`config.mk`:
```
export PLATFORM = sky130hd
export DESIGN_NAME = imem_boot_ctrl_flat
export DESIGN_NICKNAME = d
export VERILOG_FILES = /design/src/rtl/imem_boot_ctrl_pkg.sv /design/src/rtl/imem_boot_ctrl_if.sv /design/src/rtl/imem_boot_ctrl_ram.sv /design/src/rtl/imem_boot_ctrl.sv /design/src/flat_wrapper.sv
export SDC_FILE = /design/constraint.sdc
export NUM_CORES = 1
export LEC_CHECK = 0
export CAP_MARGIN = 0
export CORE_ASPECT_RATIO = 1.25
export CORE_MARGIN = 2
export CORE_UTILIZATION = 51
export CTS_CLUSTER_SIZE = 28
export DETAILED_ROUTE_END_ITERATION = 16
export PLACE_DENSITY = 0.69
export SLEW_MARGIN = 10
export SYNTH_ARGS = -nofsm -noshare
export SYNTH_HDL_FRONTEND = slang
export SYNTH_HIERARCHICAL = 1
export SYNTH_SLANG_ARGS = --single-unit
```
`constraint.sdc`:
```
create_clock -name clk -period 9.8 [get_ports clk]
set_input_delay 1.96 -clock clk [delete_from_list [all_inputs] [get_ports clk]]
set_output_delay 1.96 -clock clk [all_outputs]
set_load 0.05 [all_outputs]
```
`src/rtl/imem_boot_ctrl_pkg.sv`:
```
// imem_boot_ctrl_pkg: shared sizes, NOP word and boot FSM state encoding
package imem_boot_ctrl_pkg;
   localparam int DEPTH  = 16;
   localparam int ADDR_W = 4;
   localparam int DATA_W = 16;
   localparam logic [DATA_W-1:0] NOP_WORD = 16'h0000;
   localparam logic [1:0] ST_LOAD = 2'd0;
   localparam logic [1:0] ST_FILL = 2'd1;
   localparam logic [1:0] ST_RUN  = 2'd2;
endpackage

```
`src/rtl/imem_boot_ctrl_if.sv`:
```
// imem_boot_ctrl_if: program load port plus core fetch/stall signals
//   master: load source and core (drives load_*, reload_req, pc)
//   slave : boot controller (drives load_ready, instruction, cpu_stall,
//           fetch_err, load_done, words_loaded)
interface imem_boot_ctrl_if;
   import imem_boot_ctrl_pkg::*;
   logic              load_valid;
   logic [DATA_W-1:0] load_data;
   logic              load_last;
   logic              load_ready;
   logic              reload_req;
   logic [15:0]       pc;
   logic [DATA_W-1:0] instruction;
   logic              cpu_stall;
   logic              fetch_err;
   logic              load_done;
   logic [ADDR_W:0]   words_loaded;
   modport master (
      output load_valid, load_data, load_last, reload_req, pc,
      input  load_ready, instruction, cpu_stall, fetch_err, load_done, words_loaded
   );
   modport slave (
      input  load_valid, load_data, load_last, reload_req, pc,
      output load_ready, instruction, cpu_stall, fetch_err, load_done, words_loaded
   );
endinterface

```
`src/rtl/imem_boot_ctrl_ram.sv`:
```
// imem_ram: instruction store, one synchronous write port, one asynchronous read port
//   clk            : write clock
//   we/waddr/wdata : write port
//   raddr/rdata    : combinational read port
module imem_ram #(
   parameter int DEPTH  = 16,
   parameter int ADDR_W = 4,
   parameter int DATA_W = 16
) (
   input  logic              clk,
   input  logic              we,
   input  logic [ADDR_W-1:0] waddr,
   input  logic [DATA_W-1:0] wdata,
   input  logic [ADDR_W-1:0] raddr,
   output logic [DATA_W-1:0] rdata
);
   logic [DATA_W-1:0] mem [DEPTH];
   always_ff @(posedge clk) begin
      if (we) mem[waddr] <= wdata;
   end
   assign rdata = mem[raddr];
endmodule

```
`src/rtl/imem_boot_ctrl.sv`:
```
// imem_boot_ctrl: stalls the core while a program is streamed in and NOP-padded, then serves fetches
//   clk   : system clock
//   reset : synchronous active-high reset, returns to LOAD with zeroed counters
//   bus   : load port, reload request, pc in; instruction, stall, fetch error, status out
module imem_boot_ctrl
   import imem_boot_ctrl_pkg::*;
(
   input  logic           clk,
   input  logic           reset,
   imem_boot_ctrl_if.slave bus
);
   logic [1:0]        state;
   logic [ADDR_W-1:0] wr_addr;
   logic [ADDR_W:0]   words_loaded_q;
   logic              load_done_q;
   logic              accept;
   logic              last_slot;
   logic              ram_we;
   logic [DATA_W-1:0] ram_wdata;
   logic [DATA_W-1:0] ram_rdata;
   logic              run;
   always_comb begin
      run       = state == ST_RUN;
      accept    = bus.load_valid && state == ST_LOAD;
      last_slot = wr_addr == ADDR_W'(DEPTH - 1);
      // a reset cycle must never write, even with a word offered
      ram_we    = !reset && (accept || state == ST_FILL);
      ram_wdata = state == ST_FILL ? NOP_WORD : bus.load_data;
   end
   always_ff @(posedge clk) begin
      if (reset) begin
         state          <= ST_LOAD;
         wr_addr        <= '0;
         words_loaded_q <= '0;
         load_done_q    <= 1'b0;
      end else begin
         load_done_q <= 1'b0;
         if (state == ST_LOAD) begin
            if (accept) begin
               wr_addr        <= wr_addr + 1'b1;
               words_loaded_q <= words_loaded_q + 1'b1;
               if (last_slot) begin
                  state       <= ST_RUN;
                  load_done_q <= 1'b1;
               end else if (bus.load_last) begin
                  state <= ST_FILL;
               end
            end
         end else if (state == ST_FILL) begin
            wr_addr <= wr_addr + 1'b1;
            if (last_slot) begin
               state       <= ST_RUN;
               load_done_q <= 1'b1;
            end
         end else if (state == ST_RUN) begin
            if (bus.reload_req) begin
               state          <= ST_LOAD;
               wr_addr        <= '0;
               words_loaded_q <= '0;
            end
         end else begin
            state <= ST_LOAD;
         end
      end
   end
   imem_ram #(.DEPTH(DEPTH), .ADDR_W(ADDR_W), .DATA_W(DATA_W)) u_ram (
      .clk   (clk),
      .we    (ram_we),
      .waddr (wr_addr),
      .wdata (ram_wdata),
      .raddr (bus.pc[ADDR_W:1]),
      .rdata (ram_rdata)
   );
   // the read index ignores pc[0] and the high bits; those only raise fetch_err
   assign bus.instruction  = run ? ram_rdata : NOP_WORD;
   assign bus.fetch_err    = run && (bus.pc[0] || |bus.pc[15:ADDR_W+1]);
   assign bus.load_ready   = state == ST_LOAD;
   assign bus.cpu_stall    = !run;
   assign bus.load_done    = load_done_q;
   assign bus.words_loaded = words_loaded_q;
endmodule

```
`src/flat_wrapper.sv`:
```
// flat-port wrapper written by rule: the top's interface ports become plain ports
module imem_boot_ctrl_flat import imem_boot_ctrl_pkg::*;
  (clk, reset, bus_load_valid, bus_load_data, bus_load_last, bus_reload_req, bus_pc, bus_load_ready, bus_instruction, bus_cpu_stall, bus_fetch_err, bus_load_done, bus_words_loaded);
  imem_boot_ctrl_if bus_i ();
  input  logic clk;
  input  logic reset;
  input wire logic [$bits(bus_i.load_valid)-1:0] bus_load_valid;
  input wire logic [$bits(bus_i.load_data)-1:0] bus_load_data;
  input wire logic [$bits(bus_i.load_last)-1:0] bus_load_last;
  input wire logic [$bits(bus_i.reload_req)-1:0] bus_reload_req;
  input wire logic [$bits(bus_i.pc)-1:0] bus_pc;
  output wire logic [$bits(bus_i.load_ready)-1:0] bus_load_ready;
  output wire logic [$bits(bus_i.instruction)-1:0] bus_instruction;
  output wire logic [$bits(bus_i.cpu_stall)-1:0] bus_cpu_stall;
  output wire logic [$bits(bus_i.fetch_err)-1:0] bus_fetch_err;
  output wire logic [$bits(bus_i.load_done)-1:0] bus_load_done;
  output wire logic [$bits(bus_i.words_loaded)-1:0] bus_words_loaded;
  assign bus_i.load_valid = bus_load_valid;
  assign bus_i.load_data = bus_load_data;
  assign bus_i.load_last = bus_load_last;
  assign bus_i.reload_req = bus_reload_req;
  assign bus_i.pc = bus_pc;
  assign bus_load_ready = bus_i.load_ready;
  assign bus_instruction = bus_i.instruction;
  assign bus_cpu_stall = bus_i.cpu_stall;
  assign bus_fetch_err = bus_i.fetch_err;
  assign bus_load_done = bus_i.load_done;
  assign bus_words_loaded = bus_i.words_loaded;
  imem_boot_ctrl u_core (.clk(clk), .reset(reset), .bus(bus_i));
endmodule
```
== Word-level counts from Yosys, hierarchy flattened ==
Memories as Yosys holds them, arrays and structs flattened.
Cells that the tools add are included.

* Muxes and demuxes: 26
* Add/sub/neg operators: 2
* Eq/ne operators: 8
* Reductions and logical operators: 16

{| class="wikitable"
|+ Operators by type and width
! kind !! count
|-
| 2-to-1 mux 16 bit || 2
|-
| 2-to-1 mux 5 bit || 5
|-
| 2-to-1 mux 4 bit || 5
|-
| 2-to-1 mux 2 bit || 8
|-
| OR reduction 11 bit || 1
|-
| AND reduction 4 bit || 2
|-
| 2-to-1 mux 1 bit || 6
|-
| inequality test 3 x 2 -> 1 bit (second input constant) || 2
|-
| nonzero test 3 bit || 2
|-
| adder 5 x 1 -> 5 bit (second input constant) || 1
|-
| adder 4 x 1 -> 4 bit (second input constant) || 1
|-
| == test 4 bit (second input constant) || 1
|-
| inequality test 4 bit (second input constant) || 1
|-
| nonzero test 2 bit || 2
|-
| logical AND 1 bit || 3
|-
| AND reduction 3 bit || 1
|-
| == test 2 x 1 -> 1 bit (second input constant) || 1
|-
| == test 2 bit (second input constant) || 1
|-
| logical NOT 1 bit || 2
|-
| logical NOT 2 bit || 1
|-
| logical OR 1 bit || 2
|-
| inequality test 2 x 1 -> 1 bit (second input constant) || 1
|-
| inequality test 2 bit (second input constant) || 1
|}

* Output and inout bits: 25
* Memory bits (writable): 256
* Register bits after elaboration: 12
* Word-level logic and storage cells: 57
* Input bits: 37
* Memories: 1

{| class="wikitable"
|+ Memory list
! memory !! depth !! width !! rd ports !! clocked after memory_dff !! wr ports !! RTL line !! source
|-
| u_core.u_ram.mem || 16 || 16 || 1 || 0 || 1 || imem_boot_ctrl_ram.sv:17 || <nowiki>logic [DATA_W-1:0] mem [DEPTH];</nowiki>
|}

== Longest topological paths before layout ==
* Depth after elaboration: 6
* Gate-level depth with buffers: 6
* Depth with buffers taken out: 4

== Modules after synthesis ==
Netlist, hierarchy kept.

{| class="wikitable"
|+ Modules (own cells, without submodules)
! module !! cells each !! seq. area each (um^2) !! instances !! area each (um^2)
|-
| imem_ram || 416 || 7687.4 || 1 || 9721.8
|-
| imem_boot_ctrl || 109 || 240.2 || 1 || 859.6
|}

== Worst setup path after synthesis ==
OpenSTA, ideal clock, no wires.

* Path type: input to output
* Start point: input port bus_pc[2]
* End point: output port bus_instruction[13]
* Arrival: 3.335 ns
* Slack: 4.505 ns
* Path buffers: 2
* Data required time: 7.840 ns
* Cell stages on the path: 6
* Cell sequence: buf_2 clkbuf_1 mux4_2 a22oi_1 nand2_1 and2_1

* Word-level cells in the longest chain between the ends: 2

{| class="wikitable"
|+ RTL lines
! what !! RTL line !! source
|-
| from (decl) || flat_wrapper.sv:11 || <nowiki>input wire logic [$bits(bus_i.pc)-1:0] bus_pc;</nowiki>
|-
| memory read (16 x 16 bit) || -- ||
|-
| net u_core.ram_rdata[13] || imem_boot_ctrl.sv:20 || <nowiki>logic [DATA_W-1:0] ram_rdata;</nowiki>
|-
| 2-to-1 mux 16 bit || imem_boot_ctrl.sv:75 || <nowiki>assign bus.instruction = run ? ram_rdata : NOP_WORD;</nowiki>
|-
| to (decl) || flat_wrapper.sv:13 || <nowiki>output wire logic [$bits(bus_i.instruction)-1:0] bus_instruction;</nowiki>
|}

The timed path passes the listed nets, and every way through them passes these cells.

== Worst setup path in the final report ==
* Start point: input port bus_pc[1]
* End point: output port bus_instruction[2]

Same word-level chain as after synthesis.

==> results by group <==
Final layout
  • Layout cell share with drive strength beyond 1: 21.3%
  • Most frequent standard cell in the layout excluding fill and tap cells: edfxtp_1
  • Post-route standard cell area excluding fillers: 12,400 um2
  • Area added between synthesis and finish: 17.0%
  • Commonest non-fill, non-tap cells in the layout: edfxtp_1, clkdlybuf4s50_1, mux4_2
  • Number of nets in the finished design: 643
  • Number of antenna cells inserted: 0

Power and ir drop
  • Switching share of power: 21.1%
  • Register share of total power: 54.4%
  • Leakage power: 3.94 nW
  • Combinational share of power: 5.4%
  • Clock network fraction of design power: 40.2%
  • Switching power: 497 uW
  • P per Cell Area: 190 nW/um2
  • Total power after layout: 2.36 mW
  • Worst vdd rail ir drop: 142 uV
  • Power Internal: 1.86 mW

Floorplanning
  • Area of the die: 21,900 um2
  • Die width: 133 um
  • Core area: 20,200 um2
  • Io pins: 62
  • Initial Util: 52.3%
  • Die outline height: 165 um
  • Number of core rows: 58

Setup path
  • Worst-path maximum fanout: 41
  • Most repeated library cell on the critical path: buf_4
  • Worst EP arrival: 4.94 ns
  • Ordered cell list for the critical path: buf_4, buf_4, mux4_2, a22oi_1, nand2_1, and2_1, clkdlybuf4s50_1
  • Critical Path Sink Type: output pin
  • Reg2Reg Setup Slack: 6.83 ns
  • CP Data Required Time: 7.84 ns
  • Kind of critical path: input port to output pin
  • CP max-delay cell: clkdlybuf4s50_1
  • Critical path startpoint category: input port
  • CP bufs+invs: 3
  • Crit path largest cell delay: 0.72 ns
  • Kind of cell adding the most delay to the critical path: buffers and inverters

Clock network
  • Number of buffers added by the clock tree synthesis step: 25
  • Clock Pin Slew Worst Setup and Hold Paths: 0.07 ns
  • Root buffer cell: clkbuf_16
  • H-tree Lvls: 1
  • TritonCTS clock tree: done
  • CTS-repair resized insts: 0
  • Hold-fix buffers, CTS: 0
  • Worst-Skew Late Latency: 0.53 ns
  • Clock net sink count: 268
  • Number of buffers on the longest clock path: 3
  • Buffers inserted by post-CTS timing repair: 0

Detailed routing
  • Routed WL: 23.0 mm
  • Number of nets with antenna violations after detailed routing: 0
  • Length of the first detailed-routing pass in iterations: 4
  • Final routed wire length divided by cell count: 25.8 um
  • DRC violation count after routing: 0
  • Via count: 5,427
  • Drt initial violations: 484
  • Drt via density: 6.08

Timing
  • Slew at the pin closest to its max-slew limit: 1.32 ns
  • Fin. Hold Viols: 0
  • Final number of setup-violating endpoints: 0
  • Tmin final: 6.90 ns
  • Clock skew: 0.0193 ns
  • Max Clk Rate: 145 MHz
  • Unrepaired setup endpoints after global routing: no
  • Pins over their slew limit: 0
  • Tightest slew margin relative to the limit: 11.9%
  • Fraction of the cycle the final worst path needs: 70.4%
  • Total negative slack: 0 ns

Synthesis
  • Yosys warning count: 6
  • Cell variety after synth: 37
  • Synth Instances: 525
  • Post-Synthesis Cell Area: 10,600 um2
  • Sequential cell area fraction in the yosys report: 74.9%
  • Synth Area per Inst: 20.2 um2
  • Synthesized flop and latch total: 268
  • Synthesized netlist net count: 564

Hold path
  • Class of the tightest hold or removal check: flop to flop

Job
  • Maxcap violations: 0

Placed design
  • Placer's final routability congestion estimate: 0.766
  • Port Buf Inserts: 61
  • Instance area at placement: 11,600 um2
  • Post-detailed-placement half-perimeter wirelength: 13.2 mm

Status
  • Run status: finished clean

Global route
  • Antenna violations before repair: 0
  • Aggregate global routing overflow: 0
  • Global-route usage over all layers: 22.0%
  • Via count of the first global-routing pass: 5,759
  • First-pass GRT wire length: 35.0 mm
  • Largest net degree at the start of global routing: 43
logic make-up (layout without fill, tap and decap cells):
logic type	count (synthesis)	in the layout	share of synthesized area [%]
adder cells (fa/ha/maj)	2	2	0.236
AO/OA/AOI/OAI	53	53	3.56
buffers and inverters	31	129	1.55
AND/OR/NAND/NOR	104	104	5.47
multiplexers	67	67	14.3
flip-flops	268	268	74.9
area by class of cell:
class                      count  area, um2
sequential                   268       7930
clock buffer                  27        633
clock inverter                19        179
fill                        1400       7870
inverter                       3       11.3
timing repair buffer          80        746
multi-input combinational    226       2540
tap                          270        338
worst register-to-register path, cell delays in order, from the launching register on:
cell     delay [ns]
dfxtp_1        0.67
nor2_1         0.17
nor3_1         0.35
nand3_1        0.30
nor2_2         1.06
power by group through the flow:
stage / clock (mW) / combinational [mW] / sequential, mW
after floorplan: 0 / 0.0819 / 1.30
after global placement: 0 / 0.124 / 1.30
after detailed placement: 0 / 0.129 / 1.31
after CTS: 0.968 / 0.130 / 1.28
after global routing: 1.01 / 0.140 / 1.28
final: 0.947 / 0.128 / 1.28
final timing paths:
check | end | cells past startpoint | startpoint
worst max-delay path | bus_instruction[2] | 7 | bus_pc[1]
worst min-delay path | u_core/bus.words_loaded[4]$_SDFFE_PP0P_ | 2 | u_core/bus.words_loaded[4]$_SDFFE_PP0P_
worst max register to register | u_core/u_ram/mem[15][10]$_DFFE_PP_ | 4 | u_core/state[0]$_SDFFE_PP0P_
worst min register to register | u_core/bus.words_loaded[4]$_SDFFE_PP0P_ | 2 | u_core/bus.words_loaded[4]$_SDFFE_PP0P_
through the flow:
| step | hold WS [ns] | utilization, % | setup WS [ns] | cells |
|---|---|---|---|---|
| after floorplan | 0.525 | - | 4.50 | 525 |
| after global placement | 0.473 | 57.1 | 2.91 | 847 |
| after detailed placement | 0.485 | 57.1 | 2.87 | 847 |
| after CTS | 0.500 | 61.1 | 2.81 | 893 |
| after global routing | 0.518 | 61.1 | 2.63 | 893 |
| final | 0.501 | 61.1 | 2.90 | 893 |
cell usage after synthesis (all sizes together):
cell	instances	share of area (%)
nor3b	1	0.071
nor2b	4	0.24
nand3b	5	0.35
nand2b	4	0.24
a22oi	32	2.3
nand2	17	0.60
clkbuf	12	0.43
nor4	3	0.18
o21bai	1	0.071
ha	2	0.24
nor2	16	0.57
or4	4	0.28
a31oi	1	0.059
o21a	1	0.071
buf	16	1.0
o21ai	3	0.14
nor3	7	0.33
and2	33	2.0
or4b	1	0.095
a21boi	1	0.071
a2111oi	1	0.083
a2bb2oi	1	0.083
mux4	64	14
a311oi	1	0.083
inv	3	0.11
mux2i	3	0.28
a21oi	7	0.33
o31ai	3	0.21
o2111ai	1	0.083
or3b	4	0.33
dfxtp	12	2.3
edfxtp	256	73
nand3	5	0.24
flip-flops by register name, summed over array words and instances, names as in the netlist:
| register | cells |
|---|---|
| u_core/bus.load_done | 1 |
| u_core/bus.words_loaded | 5 |
| u_core/state | 2 |
| u_core/u_ram/mem | 256 |
| u_core/wr_addr | 4 |
layer usage:
layer / part of all wire [%] / global-route usage (%) / vias to the layer above / routed length (um)
met1: 39 / 28.0 / 2839 / 9060
met4: 2.3 / 6.35 / 0 / 524
met5: 0 / 0 / - / 0
met3: 5.5 / 2.98 / 46 / 1260
li1: - / - / 2345 / -
met2: 53 / 39.8 / 197 / 12200
Power figures use the tool's default switching activity.
